[config.mk]
export PLATFORM = sky130hd
export DESIGN_NAME = key_debounce_flat
export DESIGN_NICKNAME = d
export VERILOG_FILES = /design/src/rtl/piano_pkg.sv /design/src/rtl/key_debounce_if.sv /design/src/rtl/debounce_cell.sv /design/src/rtl/key_debounce.sv /design/src/flat_wrapper.sv
export SDC_FILE = /design/constraint.sdc
export NUM_CORES = 1
export LEC_CHECK = 0
export ABC_AREA = 1
export BUFFER_PORTS_ARGS = -buffer_cell sky130_fd_sc_hd__buf_2
export CORE_AREA = 10 10 162 164
export CTS_BUF_LIST = sky130_fd_sc_hd__clkbuf_8
export CTS_CLUSTER_SIZE = 20
export DETAILED_ROUTE_END_ITERATION = 16
export DIE_AREA = 0 0 172 174
export GPL_ROUTABILITY_DRIVEN = 0
export HOLD_SLACK_MARGIN = 0.03
export PLACE_DENSITY = 0.52
export SYNTH_ARGS = -nofsm -noshare
export SYNTH_HDL_FRONTEND = slang
export SYNTH_SLANG_ARGS = --single-unit
[constraint.sdc]
create_clock -name clk -period 6.8 [get_ports clk]
set_input_delay 1.36 -clock clk [delete_from_list [all_inputs] [get_ports clk]]
set_output_delay 1.36 -clock clk [all_outputs]
set_load 0.01 [all_outputs]
[src/rtl/piano_pkg.sv]
// Shared constants for the piano voice path: key count, chord bit indices and
// debounce defaults used by key_debounce and the downstream chord-capture stage.
package piano_pkg;

    localparam int unsigned N_KEYS         = 8;
    localparam int unsigned DB_CYCLES_DEF  = 50000;
    localparam int unsigned CNT_W_DEF      = 16;

    // Chord vector is {t0..t7}, so t0 sits in the MSB.
    localparam int unsigned KEY_T0 = 7;
    localparam int unsigned KEY_T1 = 6;
    localparam int unsigned KEY_T2 = 5;
    localparam int unsigned KEY_T3 = 4;
    localparam int unsigned KEY_T4 = 3;
    localparam int unsigned KEY_T5 = 2;
    localparam int unsigned KEY_T6 = 1;
    localparam int unsigned KEY_T7 = 0;

endpackage

[src/rtl/key_debounce_if.sv]
// Debounced chord plus valid/ready change notification between key_debounce
// (master) and the chord-capture consumer (slave).
interface key_debounce_if #(
    parameter int unsigned N_KEYS = piano_pkg::N_KEYS
);

    logic [N_KEYS-1:0] chord;
    logic              chg_valid;
    logic              chg_ready;

    modport master (
        output chord,
        output chg_valid,
        input  chg_ready
    );

    modport slave (
        input  chord,
        input  chg_valid,
        output chg_ready
    );

endinterface

[src/rtl/debounce_cell.sv]
// One key: 2-flop synchronizer, stability counter and accepted level. key_chg_o
// pulses for the single cycle in which a new level is committed to stable_o.
module debounce_cell
    import piano_pkg::*;
#(
    parameter int unsigned DB_CYCLES = DB_CYCLES_DEF,
    parameter int unsigned CNT_W     = CNT_W_DEF
) (
    input  logic clk_i,
    input  logic rst_i,
    input  logic key_raw_i,
    output logic stable_o,
    output logic key_chg_o
);

    localparam logic [CNT_W-1:0] CntLast = CNT_W'(DB_CYCLES - 1);

    logic             sync1_q, sync2_q;
    logic             stable_q, stable_d;
    logic [CNT_W-1:0] cnt_q, cnt_d;
    logic             key_chg;

    always_comb begin
        stable_d = stable_q;
        cnt_d    = cnt_q;
        key_chg  = 1'b0;
        if (sync2_q == stable_q) begin
            cnt_d = '0;
        end else if (cnt_q == CntLast) begin
            stable_d = sync2_q;
            cnt_d    = '0;
            key_chg  = 1'b1;
        end else begin
            cnt_d = cnt_q + 1'b1;
        end
    end

    always_ff @(posedge clk_i or posedge rst_i) begin
        if (rst_i) begin
            sync1_q  <= 1'b0;
            sync2_q  <= 1'b0;
            stable_q <= 1'b0;
            cnt_q    <= '0;
        end else begin
            sync1_q  <= key_raw_i;
            sync2_q  <= sync1_q;
            stable_q <= stable_d;
            cnt_q    <= cnt_d;
        end
    end

    assign stable_o  = stable_q;
    assign key_chg_o = key_chg;

endmodule

[src/rtl/key_debounce.sv]
// Debounces the raw key contacts and raises chg_valid whenever the debounced
// chord changes; changes arriving while a notification is pending coalesce.
module key_debounce
    import piano_pkg::*;
#(
    parameter int unsigned N_KEYS    = piano_pkg::N_KEYS,
    parameter int unsigned DB_CYCLES = DB_CYCLES_DEF,
    parameter int unsigned CNT_W     = CNT_W_DEF
) (
    input  logic              clk,
    input  logic              rst,
    input  logic [N_KEYS-1:0] keys_raw,
    key_debounce_if.master    chg
);

    logic [N_KEYS-1:0] stable;
    logic [N_KEYS-1:0] key_chg;
    logic              any_chg;
    logic              chg_valid_q, chg_valid_d;

    for (genvar i = 0; i < N_KEYS; i++) begin : g_cell
        debounce_cell #(
            .DB_CYCLES (DB_CYCLES),
            .CNT_W     (CNT_W)
        ) u_cell (
            .clk_i     (clk),
            .rst_i     (rst),
            .key_raw_i (keys_raw[i]),
            .stable_o  (stable[i]),
            .key_chg_o (key_chg[i])
        );
    end

    assign any_chg = |key_chg;

    // A fresh change wins over a simultaneous handshake so it is never lost.
    always_comb begin
        chg_valid_d = chg_valid_q;
        if (any_chg) begin
            chg_valid_d = 1'b1;
        end else if (chg_valid_q && chg.chg_ready) begin
            chg_valid_d = 1'b0;
        end
    end

    always_ff @(posedge clk or posedge rst) begin
        if (rst) begin
            chg_valid_q <= 1'b0;
        end else begin
            chg_valid_q <= chg_valid_d;
        end
    end

    assign chg.chord     = stable;
    assign chg.chg_valid = chg_valid_q;

endmodule

[src/flat_wrapper.sv]
// flat-port wrapper written by rule: the top's interface ports become plain ports
module key_debounce_flat import piano_pkg::*;
#(
    parameter int unsigned N_KEYS    = piano_pkg::N_KEYS,
    parameter int unsigned DB_CYCLES = DB_CYCLES_DEF,
    parameter int unsigned CNT_W     = CNT_W_DEF
)
  (clk, rst, keys_raw, chg_chord, chg_chg_valid, chg_chg_ready);
  key_debounce_if #(.N_KEYS(N_KEYS)) chg_i ();
  input  logic clk;
  input  logic rst;
  input  logic [N_KEYS-1:0] keys_raw;
  output wire logic [$bits(chg_i.chord)-1:0] chg_chord;
  output wire logic [$bits(chg_i.chg_valid)-1:0] chg_chg_valid;
  input wire logic [$bits(chg_i.chg_ready)-1:0] chg_chg_ready;
  assign chg_chord = chg_i.chord;
  assign chg_chg_valid = chg_i.chg_valid;
  assign chg_i.chg_ready = chg_chg_ready;
  key_debounce #(.N_KEYS(N_KEYS), .DB_CYCLES(DB_CYCLES), .CNT_W(CNT_W)) u_core (.clk(clk), .rst(rst), .keys_raw(keys_raw), .chg(chg_i));
endmodule
==> results.yml, run 1 <==
layout:
  final_util: 0.378
  regArea_um2: 3830
  layout_commonest_cell: "nor2_1"
  drive_above_1_share: 0.131
  areaGrowthSynthToFinish_pct: 10.5
  layout.nets: 1055
  final_cell_mix: "nor2_1, nand2_1, dfrtp_1"
  diodes: 0
  multi_input_area_um2: 3480
  final_cells: 1339
  nFillCells: 2406
cts:
  cts_resized: 0
  cts-root-buf: "clkbuf_8"
  htreeDepth: 4
  cts_tree: "done"
  cts_buffers: 17
  clock_path_buffers: 2
  post_cts_buffers: 0
  cts.sinks: 153
  clk_pin_slew_worst_paths_ns: 0.09
  cts_hold_buf: 0
  clock_latency_ns: 0.44
routing:
  wire_per_inst_um: 11.5
  via_per_inst: 4.51
  drt-initial-drc-count: 339
  dr.pass1.iters: 6
  drc: 0
  vias: 6038
  wl_um: 15400
  ant_nets: 0
sta:
  worstMarginPinSlew_ns: 1.01
  post-route-period-util: 0.351
  max_slew_margin: 0.327
  drv_slew: 0
  fmax_ghz: 0.420
  rsz0062_at_grt: "false"
  clock_skew_ns: 0.0109
  period_needed_ns: 2.38
  finalSetupViolations: 0
  hold_viol_final: 0
  fin_setup_tns_ns: 0
  whs_ns: 0.351
worst_setup_path:
  slowest_delay_ns: 0.43
  critPathSlowestCell: "dfrtp_1"
  cp_num_cells: 1
  cp.arrival_ns: 1.02
  required_ns: 5.44
  cp_max_fo: 3
  rrSetupSlack_ns: 5.19
  cp_top_family: "flip-flops"
  setup.worst_path.end_class: "output pin"
  worstSetupPathType: "reg2out"
  path_buf_inv: 1
  cp-start-kind: "flip-flop"
  crit_path_start: "u_core.g_cell[0].u_cell.stable_o$_DFFE_PP0P_"
  r2r_cells: 9
  worstReg2RegStart: "u_core.g_cell[4].u_cell.cnt_q[0]$_DFF_PP0_"
  worstPathCellList: "buf_2"
logic_synthesis:
  syn-mean-instance-area_um2: 7.86
  synth_cell_type_count: 33
  postSynthNetCount: 1024
  synthesis.instances: 1005
  yosys_warnings: 0
  yosysSeqAreaShare: 0.484
  ys_ff_latch: 153
  synth_area_um2: 7900
place:
  port_buffers: 19
  hpwl_um: 11200
  dp_cells: 1307
floorplanning:
  die_x_um: 172
  initial_utilization: 0.342
  io_pins: 20
  die_area_um2: 29900
  num_rows: 56
  core_region_area_um2: 23100
  die_h_um: 174
run_status:
  status: "completed"
power:
  ir_drop_mv: 0.125
  pwr_density_cell_nw_per_um2: 199
  p_leak_nw: 4.01
grt:
  grt_max_degree: 112
  grt_usage: 0.110
  grt_pass1_vias: 6034
  grt_antenna_before_repair: 0
  overflow: 0
  grt_pass1_wl_um: 27700
hold_path:
  holdPathStages: 0
  hold_class: "reg2reg"
  min_from: "u_core.g_cell[2].u_cell.sync1_q$_DFF_PP0_"
flow_run:
  maxCapViolCount: 0
## synth_stat cells, drive strengths merged
cell	instances	share of area
nand2	211	0.11
nor3b	10	0.011
a21oi	45	0.035
and3	4	0.0032
xnor2	3	0.0033
o21ai	29	0.019
or2	1	0.00079
ha	8	0.013
a31oi	3	0.0024
o21bai	6	0.0057
buf	8	0.0076
nor3	33	0.025
nand4	11	0.0087
xor2	23	0.025
nor2	249	0.13
dfrtp	153	0.48
nand3b	4	0.0038
inv	142	0.068
nand3	62	0.042
## sequential cells by signal, summed over array words and instances, names as in the netlist
| register | flops |
|---|---|
| u_core.g_cell.u_cell.sync2_q | 8 |
| u_core.chg.chg_valid | 1 |
| u_core.g_cell.u_cell.cnt_q | 128 |
| u_core.g_cell.u_cell.stable_o | 8 |
| u_core.g_cell.u_cell.sync1_q | 8 |
## through the flow
step           area [um^2]  total power, mW  setup slack, ns
2_1_floorplan         7900             1.00             1.32
3_3_place_gp          8310             1.02             3.90
3_5_place_dp          8310             1.02             3.88
4_1_cts               8740             1.77             4.35
5_1_grt               8740             1.82             4.22
6_report              8740             1.74             4.42
## where the power goes
part | internal (mW) | switching [mW] | leakage [nW] | total, mW
clock | 0.390 | 0.347 | 0.203 | 0.736
combinational | 0.0184 | 0.0483 | 1.73 | 0.0667
sequential | 0.925 | 0.0106 | 2.08 | 0.936
## routing by layer
layer | track usage | wire length [um] | vias to the layer above
met5 | 0 | 0 | -
met2 | 0.178 | 7120 | 47
met4 | 0.0345 | 134 | 0
met3 | 0.0220 | 374 | 9
li1 | - | - | 3203
met1 | 0.145 | 7740 | 2779
## cells by family (layout without fill, tap and decap cells)
family          Yosys count  count (layout)  share of synthesized area
simple gates            585             585                      0.337
xor+xnor                 26              26                     0.0288
buf+inv                 150             194                     0.0754
fa+ha+maj                 8               8                     0.0127
compound gates           83              83                     0.0616
flops                   153             153                      0.484
## worst paths after layout
kind | end
worst max-delay path | chg_chord[0]
max in group asynchronous | u_core.g_cell[7].u_cell.sync2_q$_DFF_PP0_
min in group asynchronous | u_core.g_cell[4].u_cell.cnt_q[12]$_DFF_PP0_
worst min-delay path | u_core.g_cell[2].u_cell.sync2_q$_DFF_PP0_
worst max register to register | u_core.chg.chg_valid$_DFFE_PP0P_
worst min register to register | u_core.g_cell[2].u_cell.sync2_q$_DFF_PP0_
## layout make-up
| class | instances | share of cell area |
|---|---|---|
| multi-input cells | 702 | 0.398 |
| inverters | 142 | 0.0619 |
| repair buffers | 20 | 0.0117 |
| clock buffers | 20 | 0.0315 |
| well taps | 290 | 0.0415 |
| flip-flops and latches | 153 | 0.438 |
| clock inverters | 12 | 0.0169 |
No activity file was read; power rests on OpenSTA's default activity.
==> run 2, diff against run 1 <==
==> constraint.sdc (replaced) <==
create_clock -name clk -period 2.46 [get_ports clk]
set_input_delay 0.492 -clock clk [delete_from_list [all_inputs] [get_ports clk]]
set_output_delay 0.492 -clock clk [all_outputs]
set_load 0.01 [all_outputs]
==> results.yml, run 2 (synthesized netlist as in run 1, its figures left out) <==
run_status:
  status: "completed"
power:
  total_power_mw: 4.85
  pwr_density_cell_nw_per_um2: 552
  ir_drop_mv: 0.298
  p_leak_nw: 4.04
worst_setup_path:
  path_buf_inv: 1
  slowest_delay_ns: 0.40
  setup.worst_path.end_class: "flip-flop"
  required_ns: 2.77
  r2r_cells: 9
  worstReg2RegStart: "u_core.g_cell[4].u_cell.cnt_q[0]$_DFF_PP0_"
  cp_top_family: "simple AND/OR/NAND/NOR gates"
  crit_path_start: "u_core.g_cell[4].u_cell.cnt_q[0]$_DFF_PP0_"
  critPathSlowestCell: "dfrtp_1"
  reg2reg_to: "u_core.chg.chg_valid$_DFFE_PP0P_"
  worstSetupPathType: "reg2reg"
  cp-start-kind: "flip-flop"
  cp_max_fo: 4
  cp.arrival_ns: 1.86
  crit_top_cell: "nand2_1"
  worstPathCellList: "ha_1 -> nand2_1 -> inv_1 -> nand2_1 -> nor2_2 -> nand3_1 -> nand2_1 -> nor2_1 -> nand3_1"
  rrSetupSlack_ns: 0.90
sta:
  hold_viol_final: 0
  worstMarginPinSlew_ns: 0.669
  max_slew_margin: 0.551
  period_needed_ns: 1.56
  post-route-period-util: 0.632
  whs_ns: 0.152
  fmax_ghz: 0.643
  fin_ws_ns: 0.905
  drv_slew: 0
  fin_setup_tns_ns: 0
  finalSetupViolations: 0
  rsz0062_at_grt: "false"
  clock_skew_ns: 0.0204
place:
  place_ws_ns: 0.862
  dpl_cell_area_um2: 8350
  port_buffers: 19
  hpwl_um: 11300
cts:
  cts_resized: 0
  post_cts_buffers: 0
  clock_latency_ns: 0.45
  cts_buffers: 17
  htreeDepth: 4
  cts_hold_buf: 1
  clock_path_buffers: 2
  clk_pin_slew_worst_paths_ns: 0.09
  cts.sinks: 153
  cts_tree: "done"
  cts-root-buf: "clkbuf_8"
floorplanning:
  io_pins: 20
  die_x_um: 172
  core_region_area_um2: 23100
  num_rows: 56
  initial_utilization: 0.342
  die_h_um: 174
  die_area_um2: 29900
routing:
  via_per_inst: 4.46
  wire_per_inst_um: 11.4
  wl_um: 15300
  dr.pass1.iters: 4
  drc: 0
  ant_nets: 0
  vias: 5981
  drt-initial-drc-count: 286
grt:
  grt_use_met3: 0.0256
  use_met1: 0.149
  busiest_layer: "met2"
  grt_use_met2: 0.174
  overflow: 0
  grt_antenna_before_repair: 0
  grt_pass1_vias: 6078
  grt_max_degree: 70
  grt_pass1_wl_um: 27800
  grt_usage: 0.110
layout:
  diodes: 0
  postLayoutCellArea_um2: 8790
  largest-register: "u_core.g_cell.u_cell.cnt_q"
  regArea_um2: 3830
  largest_reg_flops: 128
  drive_above_1_share: 0.130
  multi_input_area_um2: 3480
  layout_commonest_cell: "nor2_1"
  final_cell_mix: "nor2_1, nand2_1, dfrtp_1"
  nFillCells: 2361
  areaGrowthSynthToFinish_pct: 11.2
  layout.nets: 1058
hold_path:
  holdPathStages: 1
  min_from: "keys_raw[5]"
  hold_class: "in2reg"
  whs_endpoint: "u_core.g_cell[5].u_cell.sync1_q$_DFF_PP0_"
flow_run:
  maxCapViolCount: 0
==> run 2: changes by cell type in the layout (fill, tap and decap cells not counted) <==
| cell | change |
|---|---|
| inv_1 | +2 |
| bufinv_16 | +1 |
| buf_12 | +2 |
| inv_6 | -1 |
| dlygate4sd3_1 | +1 |
| clkinv_4 | +1 |
| clkinv_2 | -1 |
| clkbuf_8 | -2 |
==> run 2: cell type report <==
cell class | count | area share
clock inverters | 14 | 0.0206
multi-input cells | 702 | 0.396
inverters | 142 | 0.0613
well taps | 290 | 0.0413
flip-flops and latches | 153 | 0.435
clock buffers | 18 | 0.0282
repair buffers | 23 | 0.0174
==> run 2: how the worst max path moves through the flow <==
stage                                  endpoint  slack (ns)  cells after the start
3_5_place_dp   u_core.chg.chg_valid$_DFFE_PP0P_        0.86                      9
5_1_grt        u_core.chg.chg_valid$_DFFE_PP0P_        0.73                      9
6_report       u_core.chg.chg_valid$_DFFE_PP0P_        0.90                      9
4_1_cts        u_core.chg.chg_valid$_DFFE_PP0P_        0.84                      9
3_3_place_gp   u_core.chg.chg_valid$_DFFE_PP0P_        0.88                      9
2_1_floorplan  u_core.chg.chg_valid$_DFFE_PP0P_        0.04                      1
==> run 2: layer usage <==
metal,vias to the layer above,share of wire
li1,3209,-
met1,2709,0.51
met2,57,0.46
met3,6,0.027
met4,0,0.0088
met5,-,0
==> run 2: worst reg2reg max path, delay by kind of cell, from the launching register on <==
family / cells / cell delay (ns)
adders and majority gates: 1 / 0.22
buffers and inverters: 1 / 0.06
DFF: 1 / 0.40
and+or+nand+nor: 7 / 0.76
==> run 2: power breakdown <==
part	switching, mW	internal [mW]	leakage [nW]	total (mW)
Sequential	0.0299	2.56	2.08	2.59
Clock	0.950	1.12	0.213	2.07
Combinational	0.134	0.0583	1.75	0.192
==> run 2: through the flow <==
stage	utilization	cells
after floorplan	-	1005
after global placement	0.361	1309
after detailed placement	0.361	1309
after CTS	0.380	1342
after global routing	0.380	1342
final	0.380	1342
